### config.mk
export PLATFORM = sky130hd
export DESIGN_NAME = bus_dev_port
export DESIGN_NICKNAME = d
export VERILOG_FILES = /design/src/rtl/bus_dev_port.sv
export SDC_FILE = /design/constraint.sdc
export NUM_CORES = 1
export LEC_CHECK = 0
export CELL_PAD_IN_SITES_DETAIL_PLACEMENT = 0
export CELL_PAD_IN_SITES_GLOBAL_PLACEMENT = 2
export CORE_ASPECT_RATIO = 1.75
export CORE_UTILIZATION = 46
export DETAILED_ROUTE_END_ITERATION = 6
export PLACE_DENSITY = 0.78
export SLEW_MARGIN = 20
export SYNTH_ARGS = -nofsm -noshare
export SYNTH_HDL_FRONTEND = slang
export SYNTH_HIERARCHICAL = 1
export SYNTH_SLANG_ARGS = --single-unit
### constraint.sdc
create_clock -name clk -period 6.5 [get_ports clk]
set_input_delay 1.3 -clock clk [delete_from_list [all_inputs] [get_ports clk]]
set_output_delay 1.3 -clock clk [all_outputs]
set_load 0.1 [all_outputs]
### src/rtl/bus_dev_port.sv
// Per-device bus endpoint: buffered TX toward the arbiter and an
// address-filtered, buffered RX path toward the device.
//
// Ports:
//   clk, reset       rising-edge clock, async active-low reset
//   tx_push/tx_data  device -> TX FIFO write
//   tx_full          TX FIFO holds depth entries
//   pndng/D_pop      TX FIFO not empty / fall-through head (to arbiter)
//   pop              arbiter consumes TX head
//   push/D_push      arbiter delivers a packet to this port
//   rx_valid/rx_data RX FIFO not empty / fall-through head (to device)
//   rx_pop           device consumes RX head
//   tx_drops         saturating count of TX writes refused for lack of space
//   rx_drops         saturating count of address-matched packets lost to RX full

module bus_dev_port_fifo #(
    parameter int width = 32,
    parameter int depth = 8
) (
    input  logic             clk,
    input  logic             reset,
    input  logic             wr_req,
    input  logic [width-1:0] wr_data,
    input  logic             rd_req,
    output logic             full,
    output logic             not_empty,
    output logic [width-1:0] head,
    output logic [7:0]       drops
);
    localparam int aw = $clog2(depth);

    logic [aw:0]      wptr;
    logic [aw:0]      rptr;
    logic [width-1:0] mem [depth];
    logic             empty;
    logic             rd_en;
    logic             wr_en;
    logic             drop;

    assign empty = (wptr == rptr);
    assign full  = (wptr[aw-1:0] == rptr[aw-1:0]) &&
                   (wptr[aw] != rptr[aw]);

    assign rd_en = rd_req && !empty;
    // A read in the same cycle frees the slot the write lands in,
    // so a full FIFO still takes the write.
    assign wr_en = wr_req && (!full || rd_en);
    assign drop  = wr_req && !wr_en;

    assign not_empty = !empty;
    assign head      = empty ? '0 : mem[rptr[aw-1:0]];

    always_ff @(posedge clk) begin
        if (wr_en) begin
            mem[wptr[aw-1:0]] <= wr_data;
        end
    end

    always_ff @(posedge clk or negedge reset) begin
        if (!reset) begin
            wptr  <= '0;
            rptr  <= '0;
            drops <= '0;
        end else begin
            if (wr_en) begin
                wptr <= wptr + {{aw{1'b0}}, 1'b1};
            end
            if (rd_en) begin
                rptr <= rptr + {{aw{1'b0}}, 1'b1};
            end
            if (drop && drops != 8'hFF) begin
                drops <= drops + 8'd1;
            end
        end
    end
endmodule

module bus_dev_port #(
    parameter int         pckg_sz   = 32,
    parameter int         depth     = 8,
    parameter logic [7:0] id        = 8'h00,
    parameter logic [7:0] broadcast = 8'hFF
) (
    input  logic               clk,
    input  logic               reset,
    input  logic               tx_push,
    input  logic [pckg_sz-1:0] tx_data,
    output logic               tx_full,
    output logic               pndng,
    output logic [pckg_sz-1:0] D_pop,
    input  logic               pop,
    input  logic               push,
    input  logic [pckg_sz-1:0] D_push,
    output logic               rx_valid,
    output logic [pckg_sz-1:0] rx_data,
    input  logic               rx_pop,
    output logic [7:0]         tx_drops,
    output logic [7:0]         rx_drops
);
    logic [7:0] dest;
    logic       rx_match;
    logic       rx_full;

    assign dest     = D_push[pckg_sz-1 -: 8];
    assign rx_match = push && (dest == id || dest == broadcast);

    bus_dev_port_fifo #(
        .width (pckg_sz),
        .depth (depth)
    ) u_tx (
        .clk       (clk),
        .reset     (reset),
        .wr_req    (tx_push),
        .wr_data   (tx_data),
        .rd_req    (pop),
        .full      (tx_full),
        .not_empty (pndng),
        .head      (D_pop),
        .drops     (tx_drops)
    );

    // Only address-matched packets reach the RX FIFO, so filtered
    // traffic never counts as a drop.
    bus_dev_port_fifo #(
        .width (pckg_sz),
        .depth (depth)
    ) u_rx (
        .clk       (clk),
        .reset     (reset),
        .wr_req    (rx_match),
        .wr_data   (D_push),
        .rd_req    (rx_pop),
        .full      (rx_full),
        .not_empty (rx_valid),
        .head      (rx_data),
        .drops     (rx_drops)
    );

    logic unused_ok;
    assign unused_ok = rx_full;
endmodule
==> key figures <==
Run status
  – Status: complete, no violations

Min path
  – Hold Path Stages: 1
  – Source of the worst hold timing path: u_rx/rptr[3]
  – Hold/Removal Path Class: reg -> reg

Worst setup path
  – Critical Path Fanout Max: 35
  – Startpoint Class: register
  – Required time at the worst-slack endpoint: roughly 5.2 ns
  – Sort of element at the end of the critical path: output pin
  – Crit-path leading delay family: buffers and inverters
  – Capture point of the worst path: rx_data[23]
  – Worst path max stage delay: around 1.2 ns
  – Crit Path Category: reg -> out
  – Source of the critical timing path: u_rx/rptr[1]
  – WP depth: 5
  – CP Buf/Inv Count: 2
  – Arrival time worst endpoint: 3.85 ns
  – Worst r2r path cells: 5
  – Worst R2R Start: u_rx/rptr[1]
  – CP Cell Sequence: buf_4 -> mux4_2 -> mux2i_1 -> nor2_1 -> clkdlybuf4s50_1
  – Reg-to-reg critical path endpoint: u_rx/mem[5][30]
  – Critical-path top delay cell: sky130_fd_sc_hd__clkdlybuf4s50_1
  – Slack of the worst reg-to-reg path: 3.44 ns

Timing
  – Period utilisation layout: 0.792
  – Post-layout minimum cycle time: 5.15 ns
  – Setup repair after global routing missed its margin: false
  – Smallest setup slack after layout: about 1.3 ns
  – Relative slew slack: 0.282
  – Final number of max-transition violations: 0
  – Count of endpoints failing setup in the final report: 0
  – Final hold viol count: 0
  – Post-route setup TNS: 0 ns
  – Setup skew after layout: approximately 0.012 ns
  – Least-Margin Pin Slew: ~1.1 ns
  – Maximum clock frequency: 194 MHz

Die
  – FP Rows: 103
  – DIE WIDTH: 164 um
  – Number of primary I/O pins: approximately 150
  – Starting Density: 0.468
  – Chip Height: approximately 290 um
  – Die ar.: around 47000 um2
  – Core area: 45400 um2

Detailed routing
  – Wire length on met1: about 16000 um
  – Ratio of routed vias to standard cells: between 5 and 6
  – Uppermost layer routed: met5
  – First-pass DRT Iterations: 7
  – Wire length per cell after detailed routing: around 24 um
  – Number of violations reported at the end of detailed-routing iteration 0: 597
  – Via count: 9981
  – Met3 routed wirelength: 2320 um
  – Routed length on met2: 22500 um
  – Total Wirelength: between 40000 and 50000 um
  – Number of routed nets with antenna violations: 0
  – Drt drc: 0

Clock network
  – H-tree levels: 2
  – # hold bufs at CTS: 0
  – Clock Latency Late Sink: about 0.58 ns
  – Clock sink count: about 540
  – # resized after CTS: 0
  – Buffer cell driving the clock tree root: sky130_fd_sc_hd__clkbuf_16
  – TritonCTS buffer count: between 40 and 50
  – Clock Path Buffers: 3
  – Post-CTS setup repair buffer count: 0
  – Clock-pin slew on the worst setup and hold paths: around 0.07 ns
  – CTS tree: yes

Global route
  – Aggregate global-route resource usage: 0.184
  – GR Overflow Total: 0
  – Number of global-route vias before repair: approximately 11000
  – Largest net degree at the start of global routing: 68
  – Antenna violations before repair: 2
  – Global-route wire length before repair: ~64000 um

Cells and area
  – Proportion of layout cells with a drive suffix above 1: 0.212
  – Design Area, Final: 25000 um2
  – Relative area change from synthesis to final layout: 17.6%
  – Fill count: 3490
  – Count of nets after finishing: 1242
  – Antenna fix cells: 0

Yosys
  – Nets in the synthesized netlist: between 1000 and 1500
  – Mean Syn Cell Area: roughly 21 um2
  – Count of mapped cells out of synthesis: approximately 990
  – Yosys warning total: 6
  – Netlist Area Pre-Place: between 20000 and 25000 um2

Placement
  – Worst-case setup slack after placement: 1.84 ns
  – Final Wtd Congestion: about 0.73
  – Area post-placement: approximately 23000 um2
  – Estimated wirelength of the detail-placed design: 23700 um
  – Port bufs: approximately 150

Job
  – Reported max-cap violation count: 0
-- cells in the final DEF, fill, tap and decap left out, types with 9 or more instances in the layout --
master / instances
sky130_fd_sc_hd__edfxtp_1: 512
sky130_fd_sc_hd__clkdlybuf4s50_1: 152
sky130_fd_sc_hd__mux4_2: 128
sky130_fd_sc_hd__nor2_1: 74
sky130_fd_sc_hd__mux2i_1: 64
sky130_fd_sc_hd__clkbuf_16: 47
sky130_fd_sc_hd__dfrtp_1: 26
sky130_fd_sc_hd__buf_4: 23
sky130_fd_sc_hd__xor2_1: 14
sky130_fd_sc_hd__xnor2_1: 12
sky130_fd_sc_hd__nand2_1: 12
sky130_fd_sc_hd__clkinv_2: 9
sky130_fd_sc_hd__clkbuf_1: 9
-- how the worst min path moves through the flow --
stage / to
6_report: u_rx/rptr[3]
5_1_grt: u_rx/wptr[3]
4_1_cts: u_rx/rptr[3]
3_5_place_dp: u_rx/rptr[3]
3_3_place_gp: u_rx/rptr[3]
2_1_floorplan: u_rx/rptr[3]
-- worst register-to-register path: cells and delay by family (launching register included) --
family | cells | cell delay, ns
flip-flops | 1 | 0.94
XOR/XNOR | 1 | 0.22
buffers and inverters | 1 | 0.42
AND/OR/NAND/NOR | 2 | 0.85
AO/OA/AOI/OAI | 1 | 0.27
-- flip-flops by register name (all words and copies together), names as in the netlist --
name and cells:
u_tx/wptr 4, u_tx/rptr 4, u_rx/wptr 4, u_rx/mem 256, u_tx/drops 8, u_tx/mem 256
u_rx/drops 8, u_rx/rptr 4
-- stage by stage --
stage	hold slack (ns)	utilization	cells
floorplan	0.461	-	994
global placement	0.480	0.518	1694
detailed placement	0.479	0.518	1694
global route	0.507	0.551	1779
CTS	0.493	0.551	1779
finish	0.488	0.551	1779
-- routing by layer --
metal  GRT usage  up-vias
li1            -     4408
met1       0.219     5237
met2       0.337      267
met3      0.0344       65
met4      0.0514        4
met5           0        -
-- area by class of cell --
| type | count | area, um2 | share of cell area |
|---|---|---|---|
| flip-flops and latches | 544 | 16200 | 0.648 |
| repair buffers | 177 | 1730 | 0.0694 |
| clock buffers | 56 | 1210 | 0.0484 |
| clock inverters | 29 | 274 | 0.0110 |
| well taps | 577 | 722 | 0.0289 |
| inverters | 5 | 18.8 | 0.000751 |
| multi-input cells | 391 | 4830 | 0.193 |
Power is not shown: default switching activity piles up to over one toggle a cycle in this logic, so the estimate is an artifact.
